**src/rtl/md_pkg.sv**
```systemverilog
// md_pkg: shared definitions for the HI/LO multiply/divide sequencer.
// Holds the EX-stage op encoding used by decode, md_ctrl and the HI/LO
// datapath, the sequencer state encoding, default latencies, and a helper
// that classifies the long-latency ops.
package md_pkg;

  typedef enum logic [3:0] {
    MD_NONE  = 4'd0,
    MD_MULT  = 4'd1,
    MD_MULTU = 4'd2,
    MD_DIV   = 4'd3,
    MD_DIVU  = 4'd4,
    MD_MTHI  = 4'd5,
    MD_MTLO  = 4'd6,
    MD_MFHI  = 4'd7,
    MD_MFLO  = 4'd8
  } md_op_e;

  typedef enum logic {
    ST_IDLE = 1'b0,
    ST_RUN  = 1'b1
  } md_state_e;

  localparam int MULT_CYC_DEF = 5;
  localparam int DIV_CYC_DEF  = 10;
  localparam int CNT_W_DEF    = 4;

  // True for the ops that occupy the multi-cycle datapath.
  function automatic logic is_muldiv(input md_op_e op);
    logic r;
    case (op)
      MD_MULT, MD_MULTU, MD_DIV, MD_DIVU: r = 1'b1;
      default:                            r = 1'b0;
    endcase
    return r;
  endfunction

  // True for the divide flavours; selects latency and the md_is_div qualifier.
  function automatic logic is_div(input md_op_e op);
    logic r;
    case (op)
      MD_DIV, MD_DIVU: r = 1'b1;
      default:         r = 1'b0;
    endcase
    return r;
  endfunction

  // True for the signed flavours (MULT, DIV).
  function automatic logic is_signed_op(input md_op_e op);
    logic r;
    case (op)
      MD_MULT, MD_DIV: r = 1'b1;
      default:         r = 1'b0;
    endcase
    return r;
  endfunction

endpackage

```
**src/rtl/md_down_counter.sv**
```systemverilog
// md_down_counter: loadable, enable-gated down-counter for md_ctrl latency.
// Ports:
//   clk        - clock, rising edge
//   reset      - asynchronous active-low reset, clears the count
//   load       - load load_val this edge (has priority over en)
//   load_val   - initial count
//   en         - decrement this edge
//   cnt_is_one - count currently equals one (last cycle of an operation)
module md_down_counter #(
  parameter int CNT_W = 4
) (
  input  logic             clk,
  input  logic             reset,
  input  logic             load,
  input  logic [CNT_W-1:0] load_val,
  input  logic             en,
  output logic             cnt_is_one
);

  logic [CNT_W-1:0] cnt_r;

  // Count register: load wins over decrement, otherwise hold.
  always_ff @(posedge clk or negedge reset) begin
    if (!reset) begin
      cnt_r <= '0;
    end else if (load) begin
      cnt_r <= load_val;
    end else if (en) begin
      cnt_r <= cnt_r - {{(CNT_W-1){1'b0}}, 1'b1};
    end
  end

  assign cnt_is_one = (cnt_r == {{(CNT_W-1){1'b0}}, 1'b1});

endmodule

```
**src/rtl/md_ctrl.sv**
```systemverilog
// md_ctrl: sequencer for the HI/LO multiply/divide datapath.
// Turns EX-stage mult/div/mthi/mtlo into datapath strobes, times the
// multi-cycle latency, and generates the ID stall for HI/LO-class ops.
// Ports:
//   clk, reset          - clock; asynchronous active-low reset
//   ex_valid, ex_op     - EX instruction valid and its md_op_e
//   req                 - exception/interrupt request; freezes the block
//   id_is_md            - ID instruction is a HI/LO-class op
//   md_load             - latch operands and start computing {hi,lo}
//   md_signed/md_is_div - qualifiers for md_load
//   md_wr_hi/md_wr_lo   - direct write of A into HI / LO
//   md_commit           - copy pending {hi,lo} into HI/LO at this edge
//   busy                - operation in flight (registered)
//   stall               - hold IF/ID and bubble EX
module md_ctrl
  import md_pkg::*;
#(
  parameter int MULT_CYC = MULT_CYC_DEF,
  parameter int DIV_CYC  = DIV_CYC_DEF,
  parameter int CNT_W    = CNT_W_DEF
) (
  input  logic   clk,
  input  logic   reset,
  input  logic   ex_valid,
  input  md_op_e ex_op,
  input  logic   req,
  input  logic   id_is_md,
  output logic   md_load,
  output logic   md_signed,
  output logic   md_is_div,
  output logic   md_wr_hi,
  output logic   md_wr_lo,
  output logic   md_commit,
  output logic   busy,
  output logic   stall
);

  localparam logic [CNT_W-1:0] MULT_LD = CNT_W'(MULT_CYC);
  localparam logic [CNT_W-1:0] DIV_LD  = CNT_W'(DIV_CYC);

  md_state_e        state_r;
  md_state_e        state_nxt_s;
  logic             busy_r;
  logic             busy_nxt_s;
  logic             idle_s;
  logic             accept_s;
  logic             start_s;
  logic             commit_s;
  logic             cnt_en_s;
  logic             cnt_is_one_s;
  logic [CNT_W-1:0] cnt_load_val_s;

  // req gates every strobe; new work is only taken while IDLE.
  assign idle_s         = (state_r == ST_IDLE);
  assign accept_s       = ex_valid & ~req & idle_s;
  assign start_s        = accept_s & is_muldiv(ex_op);
  assign cnt_en_s       = (state_r == ST_RUN) & ~req;
  assign commit_s       = cnt_en_s & cnt_is_one_s;
  assign cnt_load_val_s = is_div(ex_op) ? DIV_LD : MULT_LD;

  md_down_counter #(.CNT_W(CNT_W)) u_cnt (
    .clk        (clk),
    .reset      (reset),
    .load       (start_s),
    .load_val   (cnt_load_val_s),
    .en         (cnt_en_s),
    .cnt_is_one (cnt_is_one_s)
  );

  // State register and registered busy flag.
  always_ff @(posedge clk or negedge reset) begin
    if (!reset) begin
      state_r <= ST_IDLE;
      busy_r  <= 1'b0;
    end else begin
      state_r <= state_nxt_s;
      busy_r  <= busy_nxt_s;
    end
  end

  // Next-state logic: start moves to RUN, the commit cycle returns to IDLE.
  always_comb begin
    state_nxt_s = state_r;
    busy_nxt_s  = busy_r;
    case (state_r)
      ST_IDLE: begin
        if (start_s) begin
          state_nxt_s = ST_RUN;
          busy_nxt_s  = 1'b1;
        end else begin
          state_nxt_s = ST_IDLE;
        end
      end
      ST_RUN: begin
        if (commit_s) begin
          state_nxt_s = ST_IDLE;
          busy_nxt_s  = 1'b0;
        end else begin
          state_nxt_s = ST_RUN;
        end
      end
      default: begin
        state_nxt_s = ST_IDLE;
        busy_nxt_s  = 1'b0;
      end
    endcase
  end

  // Output decode; stall deliberately ignores req.
  always_comb begin
    md_load   = start_s;
    md_signed = start_s & is_signed_op(ex_op);
    md_is_div = start_s & is_div(ex_op);
    md_wr_hi  = accept_s & (ex_op == MD_MTHI);
    md_wr_lo  = accept_s & (ex_op == MD_MTLO);
    md_commit = commit_s;
    busy      = busy_r;
    stall     = id_is_md & (busy_r | start_s);
  end

endmodule

```
**config.mk**
```make
export PLATFORM = sky130hd
export DESIGN_NAME = md_ctrl
export DESIGN_NICKNAME = d
export VERILOG_FILES = /design/src/rtl/md_pkg.sv /design/src/rtl/md_down_counter.sv /design/src/rtl/md_ctrl.sv
export SDC_FILE = /design/constraint.sdc
export NUM_CORES = 1
export LEC_CHECK = 0
export CORE_AREA = 2 2 39 41
export CTS_CLUSTER_SIZE = 28
export DETAILED_ROUTE_END_ITERATION = 10
export DIE_AREA = 0 0 41 43
export SLEW_MARGIN = 5
export SYNTH_ARGS = -nofsm -noshare
export SYNTH_HDL_FRONTEND = slang
export SYNTH_HIERARCHICAL = 1
export SYNTH_SLANG_ARGS = --single-unit
```
**constraint.sdc**
```tcl
create_clock -name clk -period 5.4 [get_ports clk]
set_input_delay 1.35 -clock clk [delete_from_list [all_inputs] [get_ports clk]]
set_output_delay 1.35 -clock clk [all_outputs]
set_load 0.01 [all_outputs]
```
Word level (Yosys, flattened, before mapping)
Index checks and enable logic that the tools add are counted.
- flip-flop bits (word level): 6
- input bits: 9
- output and inout port bits: 8
- word-level logic and storage cells: 43
- add/subtract/negate cells: 1
- equal/unequal tests: 9
- multiplexer cells: 12
- bitwise gates (word level): 13
- reduce and logical (&&, ||, !) cells: 5
- operator list (kind ; count):
    $eq A4 B3 Y1 const B ; 3
    $mux W4 ; 3
    $and A1 B1 Y1 ; 10
    $eq A4 B1 Y1 const B ; 2
    $eq A4 B2 Y1 const B ; 2
    $mux W1 ; 7
    $pmux W1 S2 ; 2
    $reduce_or A2 Y1 ; 2
    $reduce_or A4 Y1 ; 1
    $sub A4 B1 Y4 const B ; 1
    $ne A2 B1 Y1 const B ; 1
    $ne A2 B2 Y1 const B ; 1
    $not A1 Y1 ; 2
    $reduce_and A2 Y1 ; 1
    $reduce_bool A2 Y1 ; 1
    $or A1 B1 Y1 ; 1

Logic depth before layout (Yosys ltp)
Gate-level depths: netlist (run 1).
- word-level depth: 6
- depth in mapped cells: 5
- mapped depth without buffers: 5

Cells and area by module
Netlist (run 1), hierarchy kept.
- by module, submodules not included (module ; times used ; cells an instance ; area each (um^2) ; seq. area each (um^2)):
    md_down_counter ; 1 ; 22 ; 242.7 ; 100.1
    md_ctrl ; 1 ; 20 ; 190.2 ; 50.0

Worst setup path before layout (run 1)
Ideal clock, no wire load.
- kind: input-to-output
- start: in ex_op[3]
- end: out stall
- arrival time: 2.365 ns
- data required time: 4.050 ns
- path slack: 1.685 ns
- cell stages on the path: 3
- path buffers: 0
- path through: nor4b_1 -> a21boi_2 -> o21a_1
- longest elaborated chain between the ends: 6
- elaborated cells on any way between the ends: 9
- classes of those cells: eq/ne: 4; mux: 1; bitwise: 3; reduce/logical: 1
- ends and longest elaborated chain (what ; line ; source):
    start: declaration ; md_ctrl.sv:25 ; input md_op_e ex_op,
    $eq A4 B2 Y1 (tied with other cells) ; md_pkg.sv:31 ; case (op)
    $reduce_or A4 Y1 (*) ; md_pkg.sv:31 ;
    $mux W1 (*) ; md_pkg.sv:31 ;
    $and A1 B1 Y1 (*) ; md_ctrl.sv:56 ; assign start_s = accept_s & is_muldiv(ex_op);
    net md_load ; md_ctrl.sv:28 ; output logic md_load,
    $or A1 B1 Y1 (*) ; md_ctrl.sv:118 ; stall = id_is_md & (busy_r | start_s);
    $and A1 B1 Y1 (*) ; md_ctrl.sv:118 ;
    end: declaration ; md_ctrl.sv:35 ; output logic stall
Mark *: on every way through the listed nets, which the timed path passes. The rest lies on a longest branch.

Final worst setup path (run 1)
- start: in req
- end: out stall
- longest elaborated chain between the ends: 6
- ends and longest elaborated chain (what ; line ; source):
    start: declaration ; md_ctrl.sv:26 ; input logic req,
    $not A1 Y1 ; md_ctrl.sv:55 ; assign accept_s = ex_valid & ~req & idle_s;
    $and A1 B1 Y1 (2 in a row) ; md_ctrl.sv:55 ;
    $and A1 B1 Y1 ; md_ctrl.sv:56 ;
    $or A1 B1 Y1 ; md_ctrl.sv:118 ;
    $and A1 B1 Y1 ; md_ctrl.sv:118 ;
No other way between the ends.

==> flow_summary_export.csv, run 1 <==
group,metric,value,unit
pwr,finalPower,0.232,mW
yosys,synth_seq_cells,6,
pwr,power_leakage,0.255,nW
pwr,vdd_drop_max,0.145,mV
critical_path,cp.arrival,3.44,ns
critical_path,cp-start-kind,"input pin",
sta,max_freq,0.209,GHz
final_layout,final_cells,77,
pwr,power.density,365,nW/um^2
sta,min_period,4.79,ns
clock_tree,clk_latency,0.24,ns
final_layout,regArea,150,sq um
global_route,grt_max_degree,12,
min_path,hp-start,"state_r",
clock_tree,cts_made_buffers,3,
global_route,grt_pass1_wl,1.52,mm
yosys,ys_warn_count,6,
routing,vias,360,
final_layout,fillers,145,
sta,slew_headroom,0.678,
clock_tree,postCtsSetupBuffers,0,
sta,tns,0,ns
critical_path,worstReg2RegEnd,"u_cnt/cnt_r[3]",
routing,drt_iter0_markers,6,
sta,worst_pin_slew,0.476,ns
floorplan,core,1380,sq um
clock_tree,root_buffer,"clkbuf_4",
floorplan,rows,14,
final_layout,layout-drive-gt1-share,0.164,
place,portBuffers,16,
min_path,hp-class,"reg2reg",
routing,antenna_left,0,
critical_path,worst_r2r_path_depth,3,
yosys,syn_avg_cell_area,10.3,sq um
critical_path,critPathCaptureType,"primary output",
critical_path,r2r_start,"state_r",
global_route,grtUsageTotal,0.131,
global_route,grt_pass1_vias,347,
clock_tree,path_clk_slew,0.04,ns
routing,wl,897,um
clock_tree,cts_resized,0,
floorplan,io-pin-count,17,
yosys,synth_seq_area_share,0.347,
clock_tree,htree_num_levels,1,
sta,rsz0062_at_grt,"no",
sta,hold_violations,0,
sta,period_share,0.887,
floorplan,dieWidth,41,um
final_layout,diodes,0,
sta,setup_viol,0,
place,place_congestion,0.710,
run_status,status,"finished clean",
final_layout,nNetsFinal,74,
yosys,netlist_instances,42,
place,dp_cells,74,
critical_path,critPathKind,"in2out",
yosys,synth.distinct_cells,25,
routing,viasPerCell,4.68,
critical_path,cp.required,4.05,ns
clock_tree,max-clock-path-buffers,2,
floorplan,dieArea,1760,sq um
routing,drcViolationCount,0,
critical_path,crit_end,"stall",
critical_path,r2r_slack,3.54,ns
final_layout,area_growth_syn_to_layout,46.8,%
yosys,synthesis.area,433,sq um
critical_path,crit_fanout,11,
routing,post_drt_wl_per_cell,11.6,um
yosys,syn_nets,53,
critical_path,critPathLaunch,"req",
routing,dr.pass1.iters,5,
floorplan,initial_core_util,0.313,
place,dp_hpwl,683,um
global_route,antenna_found_initial,0,
final_layout,multi_input_area,272,sq um
clock_tree,cts_num_sinks,6,
sta,slew_violations,0,
sta,finClkSkew,0.00329,ns
floorplan,die_h,43,um
global_route,grt_overflow,0,
clock_tree,cts_hold_buf,0,
clock_tree,cts_tree,"built",
flow_run,max_cap_viol_count,0,
layout make-up:
type                       instances  area share
clock buffer                       3      0.0354
inverter                           3      0.0177
multi-input combinational         33       0.427
sequential                         6       0.236
tap                               16      0.0315
timing repair buffer              16       0.252
layer usage:
layer  wire length [um]  track usage  share of wire
met1                462        0.175           0.52
met2                400        0.181           0.45
met3                 34       0.0314          0.038
met4                  0       0.0800              0
met5                  0            0              0
worst min path at each step:
stage / end / depth (start not counted)
finish: state_r / 1
global route: state_r / 1
CTS: state_r / 1
detailed placement: state_r / 1
global placement: state_r / 1
floorplan: state_r / 1
layout by cell type (no fill, tap or decap):
master	Yosys	routed
clkbuf_4	0	3
nand3b_1	1	1
nor3b_1	2	2
inv_1	3	3
and4b_2	1	1
nor4b_4	1	1
mux2_2	2	2
o21bai_1	1	1
nor2b_1	1	1
dfrtp_1	6	6
a2bb2oi_1	1	1
and2_1	1	1
nor2_1	1	1
ha_1	2	2
nand2b_1	1	1
a21o_2	1	1
a21boi_2	1	1
xor2_1	2	2
o21a_1	1	1
xnor2_1	1	1
nor4b_1	1	1
o21ai_0	3	3
clkdlybuf4s50_1	0	16
nor4b_2	1	1
or3b_1	1	1
a21o_1	1	1
nand2_1	5	5
cell usage after synthesis:
master | instances | area [sq um]
nand2_1 | 5 | 18.8
nor2b_1 | 1 | 6.26
nor4b_1 | 1 | 8.76
nor4b_2 | 1 | 15.0
mux2_2 | 2 | 22.5
inv_1 | 3 | 11.3
a2bb2oi_1 | 1 | 8.76
o21a_1 | 1 | 7.51
nor4b_4 | 1 | 23.8
nor3b_1 | 2 | 15.0
nand2b_1 | 1 | 6.26
nand3b_1 | 1 | 7.51
xnor2_1 | 1 | 8.76
and4b_2 | 1 | 11.3
a21o_1 | 1 | 7.51
a21o_2 | 1 | 8.76
dfrtp_1 | 6 | 150
or3b_1 | 1 | 8.76
nor2_1 | 1 | 3.75
a21boi_2 | 1 | 11.3
xor2_1 | 2 | 17.5
o21bai_1 | 1 | 7.51
and2_1 | 1 | 6.26
ha_1 | 2 | 25.0
o21ai_0 | 3 | 15.0
cells by family after synthesis:
kind of cell | Yosys count | synth area share
AND/OR/NAND/NOR | 17 | 0.303
AO/OA/AOI/OAI | 9 | 0.153
flip-flops | 6 | 0.347
XOR/XNOR | 3 | 0.0607
buffers and inverters | 3 | 0.0260
multiplexers | 2 | 0.0520
adder cells (fa/ha/maj) | 2 | 0.0578
registers in the layout, summed over array words and instances, names as in the netlist:
name,cells
busy,1
state_r,1
u_cnt/cnt_r,4
through the flow:
stage / hold slack [ns] / instance area (sq um) / worst slack, ns / util
floorplan: 0.508 / 433 / 1.69 / -
global placement: 0.544 / 613 / 0.677 / 0.443
detailed placement: 0.538 / 613 / 0.626 / 0.443
CTS: 0.553 / 636 / 0.610 / 0.459
global route: 0.571 / 636 / 0.456 / 0.459
finish: 0.551 / 636 / 0.609 / 0.459
power by group:
group | total (mW) | internal (mW) | switching, mW | leakage [nW]
registers | 0.0937 | 0.0682 | 0.0256 | 0.0718
clock network | 0.0406 | 0.0251 | 0.0155 | 0.0138
logic | 0.0975 | 0.0570 | 0.0405 | 0.170
worst max-delay path, cell delays in order:
cell	delay, ns
clkdlybuf4s50_1	0.47
nor4b_1	0.45
a21boi_2	0.48
o21a_1	0.16
clkdlybuf4s50_1	0.53
Note: power is estimated with default switching activity, not from simulation.
==> inputs of run 2 (changes only) <==
--- a/config.mk
+++ b/config.mk
@@ -9,6 +9,7 @@
 export CTS_CLUSTER_SIZE = 28
 export DETAILED_ROUTE_END_ITERATION = 10
 export DIE_AREA = 0 0 41 43
+export PLACE_DENSITY_LB_ADDON = 0.1
 export SLEW_MARGIN = 5
 export SYNTH_ARGS = -nofsm -noshare
 export SYNTH_HDL_FRONTEND = slang
==> flow_summary_export.csv, run 2 (synthesis gave the netlist of run 1 again) <==
group,metric,value,unit
run_status,status,"finished clean",
pwr,vdd_drop_max,0.199,mV
routing,drcViolationCount,0,
final_layout,largest-register,"u_cnt/cnt_r",
final_layout,final_common_cell,"clkdlybuf4s50_1",
clock_tree,htree_num_levels,1,
global_route,grt_max_degree,12,
critical_path,critPathTopFamily,"buffers and inverters",
clock_tree,path_clk_slew,0.04,ns
floorplan,core,1380,sq um
sta,worst_pin_slew,0.457,ns
pwr,finalPower,0.228,mW
flow_run,max_cap_viol_count,0,
sta,min_period,4.67,ns
floorplan,dieWidth,41,um
routing,vias,361,
routing,antenna_left,0,
sta,period_share,0.866,
clock_tree,cts_hold_buf,0,
clock_tree,cts_num_sinks,6,
critical_path,worst_r2r_path_depth,4,
final_layout,diodes,0,
floorplan,die_h,43,um
clock_tree,cts_resized,0,
pwr,power.density,355,nW/um^2
clock_tree,root_buffer,"clkbuf_4",
sta,fin_ws,0.726,ns
final_layout,largest_reg_flops,4,
floorplan,rows,14,
clock_tree,max-clock-path-buffers,2,
sta,rsz0062_at_grt,"no",
sta,slew_violations,0,
final_layout,area_growth_syn_to_layout,48.6,%
final_layout,fillers,140,
global_route,grt_pass1_vias,374,
min_path,hp-start,"state_r",
sta,slew_headroom,0.691,
sta,finClkSkew,0.00450,ns
sta,hold_violations,0,
critical_path,crit_buf_inv,2,
place,pre_cts_ws,0.726,ns
critical_path,cp.required,4.05,ns
critical_path,path_cells,"clkdlybuf4s50_1 -> or3b_1 -> a21o_2 -> nor4b_2 -> clkdlybuf4s50_1",
final_layout,final_util,0.465,
sta,max_freq,0.214,GHz
sta,tns,0,ns
min_path,hold_depth,1,
final_layout,final_cell_mix,"16 x clkdlybuf4s50_1, 6 x dfrtp_1, 5 x nand2_1",
global_route,antenna_found_initial,0,
clock_tree,cts_tree,"built",
critical_path,cpPeakStageDelay,0.57,ns
routing,drt_iter0_markers,2,
floorplan,dieArea,1760,sq um
min_path,hold_end,"state_r",
place,portBuffers,16,
floorplan,io-pin-count,17,
critical_path,crit_slowest_cell,"clkdlybuf4s50_1",
place,place_congestion,0.730,
global_route,grt_pass1_wl,1.39,mm
min_path,hp-class,"reg2reg",
routing,post_drt_wl_per_cell,10.1,um
final_layout,nNetsFinal,75,
critical_path,cp.arrival,3.32,ns
clock_tree,postCtsSetupBuffers,0,
critical_path,critPathKind,"in2out",
global_route,grtUsageTotal,0.123,
routing,dr.pass1.iters,2,
place,dp_hpwl,668,um
critical_path,critPathCaptureType,"primary output",
final_layout,layout-drive-gt1-share,0.177,
critical_path,r2r_start,"state_r",
clock_tree,cts_made_buffers,3,
critical_path,worstReg2RegEnd,"u_cnt/cnt_r[3]",
critical_path,cp-start-kind,"input pin",
final_layout,fin_area,643,sq um
clock_tree,clk_latency,0.24,ns
critical_path,r2r_slack,3.68,ns
routing,wl,791,um
pwr,power_leakage,0.261,nW
sta,setup_viol,0,
critical_path,cp_common_cell,"clkdlybuf4s50_1",
routing,viasPerCell,4.63,
place,postPlaceCellArea,621,sq um
critical_path,crit_fanout,6,
floorplan,initial_core_util,0.313,
global_route,grt_overflow,0,
[run 2: final cells by class]
| type | count | area [sq um] | area share |
|---|---|---|---|
| clock buffers | 3 | 22.5 | 0.0350 |
| flip-flops and latches | 6 | 150 | 0.233 |
| repair buffers | 17 | 168 | 0.261 |
| well taps | 16 | 20.0 | 0.0311 |
| multi-input cells | 33 | 272 | 0.422 |
| inverters | 3 | 11.3 | 0.0175 |
[run 2: per-stage QoR]
step / hold slack [ns] / cells
6_report: 0.551 / 78
5_1_grt: 0.577 / 78
4_1_cts: 0.550 / 78
3_5_place_dp: 0.540 / 75
3_3_place_gp: 0.538 / 75
2_1_floorplan: 0.508 / 42
[run 2: how the worst max path moves through the flow]
| stage | startpoint | endpoint | slack (ns) | cells past startpoint |
|---|---|---|---|---|
| floorplan | ex_op[3] | stall | 1.69 | 3 |
| global placement | ex_op[3] | stall | 0.70 | 6 |
| detailed placement | ex_op[2] | md_is_div | 0.73 | 5 |
| CTS | ex_op[2] | md_is_div | 0.71 | 5 |
| global route | ex_op[2] | md_is_div | 0.59 | 5 |
| finish | ex_op[2] | md_is_div | 0.73 | 5 |
[run 2: report_power, final]
part	leakage [nW]	total (mW)	switching [mW]	internal, mW
registers	0.0718	0.0930	0.0248	0.0682
logic	0.175	0.0965	0.0392	0.0573
clock network	0.0138	0.0389	0.0139	0.0250
total	0.261	0.228	0.0779	0.150
[run 2: metal layers]
| layer | wire length [um] | share of wire | GRT usage | vias to the layer above |
|---|---|---|---|---|
| met5 | 0 | 0 | 0 | - |
| met4 | 0 | 0 | 0.100 | 0 |
| met3 | 47 | 0.059 | 0.0314 | 0 |
| met2 | 409 | 0.52 | 0.184 | 11 |
| met1 | 335 | 0.42 | 0.136 | 162 |
| li1 | - | - | - | 188 |
